$ cat src/rtl/fastreadout_pkg.sv
// Shared sizes, pad bit indices and the FIFO request/response structs used by
// the fastreadout capture buffer.
package fastreadout_pkg;
  localparam int WIDTH  = 8;
  localparam int DEPTH  = 16;
  localparam int ADDR_W = $clog2(DEPTH);
  localparam int CNT_W  = ADDR_W + 1;

  localparam int WR_EN = 0;
  localparam int RD_EN = 1;
  localparam int CLR   = 2;
  localparam int VALID = 4;
  localparam int FULL  = 5;
  localparam int EMPTY = 6;
  localparam int OVF   = 7;

  localparam logic [7:0] UIO_OE_VAL = 8'hF0;

  typedef struct packed {
    logic             clr;
    logic             wr;
    logic             rd;
    logic [WIDTH-1:0] data;
  } fifo_req_t;

  typedef struct packed {
    logic             rd_fire;
    logic [WIDTH-1:0] head;
    logic             full;
    logic             empty;
    logic             ovf;
  } fifo_rsp_t;
endpackage

$ cat src/rtl/fastreadout_fifo.sv
// Circular sample buffer: storage, pointers, occupancy count and sticky
// overflow. Reads and writes are only acted on while ena is high.
module fastreadout_fifo
  import fastreadout_pkg::*;
(
  input  logic      clk,
  input  logic      rst,
  input  logic      ena,
  input  fifo_req_t req,
  output fifo_rsp_t rsp
);
  logic [WIDTH-1:0]  mem [DEPTH];
  logic [ADDR_W-1:0] wr_ptr;
  logic [ADDR_W-1:0] rd_ptr;
  logic [CNT_W-1:0]  count;
  logic              ovf;
  logic              full;
  logic              empty;
  logic              do_rd;
  logic              do_wr;
  logic              drop;
  logic              act;

  assign full  = (count == CNT_W'(DEPTH));
  assign empty = (count == '0);
  assign act   = ena & ~req.clr;
  assign do_rd = req.rd & ~empty;
  // A same-cycle read frees the slot, so a write into a full buffer still lands.
  assign do_wr = req.wr & (~full | do_rd);
  assign drop  = req.wr & full & ~do_rd;

  always_ff @(posedge clk) begin
    if (rst) begin
      wr_ptr <= '0;
      rd_ptr <= '0;
      count  <= '0;
      ovf    <= 1'b0;
    end else if (ena) begin
      if (req.clr) begin
        wr_ptr <= '0;
        rd_ptr <= '0;
        count  <= '0;
        ovf    <= 1'b0;
      end else begin
        if (do_wr) wr_ptr <= wr_ptr + 1'b1;
        if (do_rd) rd_ptr <= rd_ptr + 1'b1;
        count <= count + CNT_W'(do_wr) - CNT_W'(do_rd);
        if (drop) ovf <= 1'b1;
      end
    end
  end

  always_ff @(posedge clk) begin
    if (!rst && act && do_wr) mem[wr_ptr] <= req.data;
  end

  assign rsp.rd_fire = act & do_rd;
  assign rsp.head    = mem[rd_ptr];
  assign rsp.full    = full;
  assign rsp.empty   = empty;
  assign rsp.ovf     = ovf;
endmodule

$ cat src/rtl/fastreadout.sv
// TinyTapeout-facing top: maps pads onto the capture FIFO and registers the
// readout byte plus its one-cycle valid pulse.
module fastreadout
  import fastreadout_pkg::*;
(
  input  logic       clk,
  input  logic       rst,
  input  logic       ena,
  input  logic [7:0] ui_in,
  input  logic [7:0] uio_in,
  output logic [7:0] uo_out,
  output logic [7:0] uio_out,
  output logic [7:0] uio_oe
);
  fifo_req_t        req;
  fifo_rsp_t        rsp;
  logic [WIDTH-1:0] rd_q;
  logic             vld_q;
  logic             unused_uio;

  assign req.clr  = uio_in[CLR];
  assign req.wr   = uio_in[WR_EN];
  assign req.rd   = uio_in[RD_EN];
  assign req.data = ui_in;
  assign unused_uio = ^uio_in[7:3];

  fastreadout_fifo u_fifo (
    .clk (clk),
    .rst (rst),
    .ena (ena),
    .req (req),
    .rsp (rsp)
  );

  // uo_out keeps the last byte read; valid only marks the cycle it changed.
  always_ff @(posedge clk) begin
    if (rst) begin
      rd_q  <= '0;
      vld_q <= 1'b0;
    end else if (ena) begin
      if (req.clr) begin
        rd_q  <= '0;
        vld_q <= 1'b0;
      end else begin
        vld_q <= rsp.rd_fire;
        if (rsp.rd_fire) rd_q <= rsp.head;
      end
    end
  end

  always_comb begin
    uio_out        = '0;
    uio_out[VALID] = vld_q;
    uio_out[FULL]  = rsp.full;
    uio_out[EMPTY] = rsp.empty;
    uio_out[OVF]   = rsp.ovf;
  end

  assign uo_out = rd_q;
  assign uio_oe = UIO_OE_VAL;
endmodule

$ cat config.mk
export PLATFORM = sky130hd
export DESIGN_NAME = fastreadout
export DESIGN_NICKNAME = d
export VERILOG_FILES = /design/src/rtl/fastreadout_pkg.sv /design/src/rtl/fastreadout_fifo.sv /design/src/rtl/fastreadout.sv
export SDC_FILE = /design/constraint.sdc
export NUM_CORES = 1
export LEC_CHECK = 0
export BUFFER_PORTS_ARGS = -buffer_cell sky130_fd_sc_hd__buf_2
export CAP_MARGIN = 20
export CORE_ASPECT_RATIO = 1.75
export CORE_MARGIN = 1.5
export CORE_UTILIZATION = 45
export DETAILED_ROUTE_END_ITERATION = 8
export MAX_ROUTING_LAYER = met4
export PLACE_DENSITY = 0.64
export SETUP_SLACK_MARGIN = 0.5
export SKIP_CTS_REPAIR_TIMING = 1
export SLEW_MARGIN = 20
export SYNTH_ARGS = -nofsm -noshare
export SYNTH_HDL_FRONTEND = slang
export SYNTH_SLANG_ARGS = --single-unit
$ cat constraint.sdc
create_clock -name clk -period 2.96 [get_ports clk]
set_input_delay 0.148 -clock clk [delete_from_list [all_inputs] [get_ports clk]]
set_output_delay 0.148 -clock clk [all_outputs]
set_load 0.1 [all_outputs]
# Word-level counts from Yosys, hierarchy flattened
# Memory sizes are Yosys's and may differ from the RTL's. A register that Yosys moved wholly into a read port is not among the register bits.
# Index checks and enable logic that the tools add are counted.
# totals
ram_bits,128
register_bits,23
elab_cells,49
in_bits,19
n_memories,1
# memory_table
name,words,width,read_ports,rd_clocked_by_memory_dff,wr,line_no,text
u_fifo.mem,16,8,1,1,1,fastreadout_fifo.sv:12,logic [WIDTH-1:0] mem [DEPTH];
# classes
bitwise_logic,11
n_addsub,4
n_reduce_logical,12
eq_ne,1
muxes,14
# ops
operator,count
$mux 4,6
$mux 8,2
$add 4x1->4 const B,2
$reduce_and 2->1,4
$reduce_bool 2->1,4
$and 1x1->1,6
$add 5x1->5,1
$eq 5x5->1 const B,1
$logic_not 5->1,1
$mux 1,5
$mux 5,1
$sub 5x1->5,1
$not 1->1,4
$logic_and 1x1->1,2
$logic_not 1->1,1
$or 1x1->1,1

# Logic depth before layout (Yosys ltp)
# logic_depth
ltp_word,8
ltp_mapped,15

# Hierarchy
# Synthesis repeated with hierarchy kept, for this count alone.
# unflattened
cells_unflattened,398
area_unflattened_um2,6526.3
# modules_own_cells
module,area_each_um2,cells_per_inst,instances,seq_area_each_um2
fastreadout_fifo,5978.2,345,1,4204.0
fastreadout,548.0,53,1,180.2

# Worst setup path before layout
# OpenSTA, ideal clock, no wires.
# synth_path
path_type,register to register
from,register u_fifo.count[3]
to,register u_fifo.count[4]
stages_incl_launch_ff,14
setup_time_ps,74
t_arrival_ps,2694
path_slack_ps,191
n_path_buf,1
path_cell_list,dfxtp_1 > inv_1 > ha_1 > or4b_4 > and2_4 > buf_6 > nand2_1 > inv_1 > fa_1 > nand2b_1 > a21oi_1 > xnor2_1 > or3_1 > a31oi_1
# synth_between
elab_chain_len,8
word_cells_on_any_way,10
classes_between,add/sub (2); eq/ne (1); mux (1); bitwise (5); reduce/logical (1)
# synth_lines
element,line_no,text
"start, declared",fastreadout_fifo.sv:15,logic [CNT_W-1:0] count;
"start signal, assigned",fastreadout_fifo.sv:47,count <= count + CNT_W'(do_wr) - CNT_W'(do_rd);
$logic_not 5->1,fastreadout_fifo.sv:25,assign empty = (count == '0);
$not 1->1,fastreadout_fifo.sv:27,assign do_rd = req.rd & ~empty;
$and 1x1->1,fastreadout_fifo.sv:27,
$or 1x1->1,fastreadout_fifo.sv:29,assign do_wr = req.wr & (~full | do_rd);
$and 1x1->1,fastreadout_fifo.sv:29,
$add 5x1->5,fastreadout_fifo.sv:47,
$sub 5x1->5 (*),fastreadout_fifo.sv:47,
$mux 5 (*),fastreadout_fifo.sv:39,if (req.clr) begin
# Mark *: on every way between the ends. The rest lies on a longest branch, timed or not.
# A chain may end at the register's enable or synchronous reset.

# Worst setup path in the final report
# layout_path
from,register u_fifo.count[2]
to,register u_fifo.count[4]
# Same word-level chain as after synthesis.

==> flow_metrics.tcl <==
set metrics [dict create \
    status "finished clean" \
    syn_area_sq_um 6340 \
    vias 3201 \
    die_height_microns 160 \
    grt_max_degree 33 \
    hp-class "in2reg" \
    n_antenna_cell 0 \
    irDropWorstVdd_v 0.000355 \
    fin_crit_sh 0.877 \
    detail_route.first_pass.iterations 5 \
    setup_ws_ns 0.364 \
    synth_ff_type "edfxtp_1" \
    period_needed_ns 2.60 \
    synth_edf_count 128 \
    root_buffer "clkbuf_16" \
    fmax_ghz 0.385 \
    final_util 0.524 \
    worstSkewPairLatency_ns 0.42 \
    clk_pin_slew_ns 0.06 \
    drc 0 \
    drv_slew 0 \
    rows 57 \
    initial_core_util 0.458 \
    ant_nets 0 \
    cap_violations 0 \
    holdWs_ns 0.0107 \
    rr_worst_depth 14 \
    worst-endpoint-arrival_ns 2.94 \
    slew_headroom 0.399 \
    syn_avg_cell_area_sq_um 17.4 \
    worstMarginPinSlew_ns 0.900 \
    drive_gt1_frac 0.286 \
    grt_antenna_before_repair 0 \
    routed_wl_mm 12.3 \
    critPathMaxFanout 3 \
    synth-async-reset-ratio 0 \
    place_ws_ns 0.244 \
    clock_path_buffers 2 \
    cts_inserted_buffers 17 \
    grt_pass1_wl_mm 19.1 \
    place_hpwl_mm 8.16 \
    cp-end-kind "flop" \
    clock_skew_ns 0.00677 \
    fp.dieW_microns 92.7 \
    worstSetupStartpointType "flop" \
    rsz0062_at_grt "yes" \
    cts_tree "done" \
    wl_per_cell_microns 20.8 \
    finalNonFillerCells 590 \
    gp_congestion 0.777 \
    cts-htree-levels 4 \
    first_global_vias 3356 \
    final_cell_mix "128 x edfxtp_1, 32 x mux4_2, 25 x buf_2, 24 x dfxtp_1" \
    core_sq_um 13800 \
    setup_viol 0 \
    dieArea_sq_um 14800 \
    yosys_warnings 0 \
    io_buffers 25 \
    top_level_ports 43 \
    gr-usage-all-layers 0.185 \
    cts.sinks 155 \
    critPathKind "reg2reg" \
    pwr_density_cell_nw_per_um2 677 \
    syn_inst 364 \
    cp.required_ns 3.30 \
    vias_per_cell 5.43 \
    synth_seq_cells 155 \
    layout_commonest_cell "edfxtp_1" \
    min_delay_path_depth 3 \
    final_nets 430 \
    drt_iter0_markers 172 \
    finalSetupTns_ns 0 \
    p_leak_nw 2.46 \
    ys_types 46 \
    seq_area_frac_synth 0.691 \
    hold_viol 0 \
    dpl.cell_count 553 \
    syn_to_final_growth_pct 14.4 \
    grt_overflow 0 \
]
## synthesized netlist by cell type, types with 3 or more instances
library cell	instances	share of area
buf_1	4	0.0024
mux4_2	32	0.11
nor2b_1	4	0.0039
dfxtp_1	27	0.085
o22ai_1	8	0.0079
a21oi_1	7	0.0055
buf_2	3	0.0024
nand3_1	4	0.0032
nand2_1	7	0.0041
mux2i_1	17	0.027
a31oi_1	3	0.0030
nand2b_1	6	0.0059
ha_1	10	0.020
a21o_1	8	0.0095
buf_4	18	0.021
o21ai_0	3	0.0024
nor2_1	14	0.0083
inv_1	10	0.0059
edfxtp_1	128	0.61
and2_1	16	0.016
## worst paths after layout
kind / from / end / slack, ns
hold reg to reg: uo_out[1] / uo_out[1] / 0.44
setup / recovery: u_fifo.count[2] / u_fifo.count[4] / 0.36
setup reg to reg: u_fifo.count[2] / u_fifo.count[4] / 0.36
hold / removal: uio_in[0] / u_fifo.ovf / 0.01
## registers in the layout, indices dropped and copies added, names as in the netlist, named ones only
register,count
u_fifo.mem,128
uo_out,8
u_fifo.count,5
u_fifo.rd_ptr,4
u_fifo.wr_ptr,4
u_fifo.ovf,1
vld_q,1
## area by class of cell
cell class | count | area [sq um]
inverter | 10 | 40.0
tap | 177 | 221
sequential | 155 | 4390
multi-input combinational | 181 | 1810
fill | 1129 | 6580
clock inverter | 13 | 144
clock buffer | 19 | 433
timing repair buffer | 35 | 213
## worst max-delay path, stage by stage, from the launching register on
cell	delay (ns)
dfxtp_2	0.33
inv_2	0.07
ha_4	0.13
or4b_4	0.45
and2_4	0.17
nand2_4	0.07
o21ai_1	0.07
ha_2	0.19
inv_2	0.06
fa_2	0.20
nand2b_4	0.13
a21oi_2	0.06
xnor2_1	0.13
or3_1	0.31
a31oi_1	0.18
## cells by family after synthesis
group	share of synthesized area
mux	0.140
compound gates	0.0385
flops	0.691
buf+inv	0.0349
xor+xnor	0.00553
fa+ha+maj	0.0229
other cells	0.00118
simple gates	0.0651
## through the flow
stage	power, mW	instance area, sq um
after floorplan	2.77	6410
after global placement	2.81	6620
after detailed placement	2.83	6620
after CTS	4.92	7200
after global routing	5.07	7250
final	4.91	7250
## metal layers
layer	vias up	track usage	part of all wire
li1	1464	-	-
met1	1647	0.200	0.38
met2	76	0.327	0.57
met3	14	0.0410	0.037
met4	0	0.0661	0.013
met5	-	-	0
## power by group
| part | leakage, nW | total [mW] | switching [mW] | internal [mW] |
|---|---|---|---|---|
| logic | 0.821 | 0.410 | 0.289 | 0.121 |
| registers | 1.37 | 2.39 | 0.0166 | 2.37 |
| clock network | 0.272 | 2.11 | 0.863 | 1.25 |
Power figures use the tool's default switching activity.
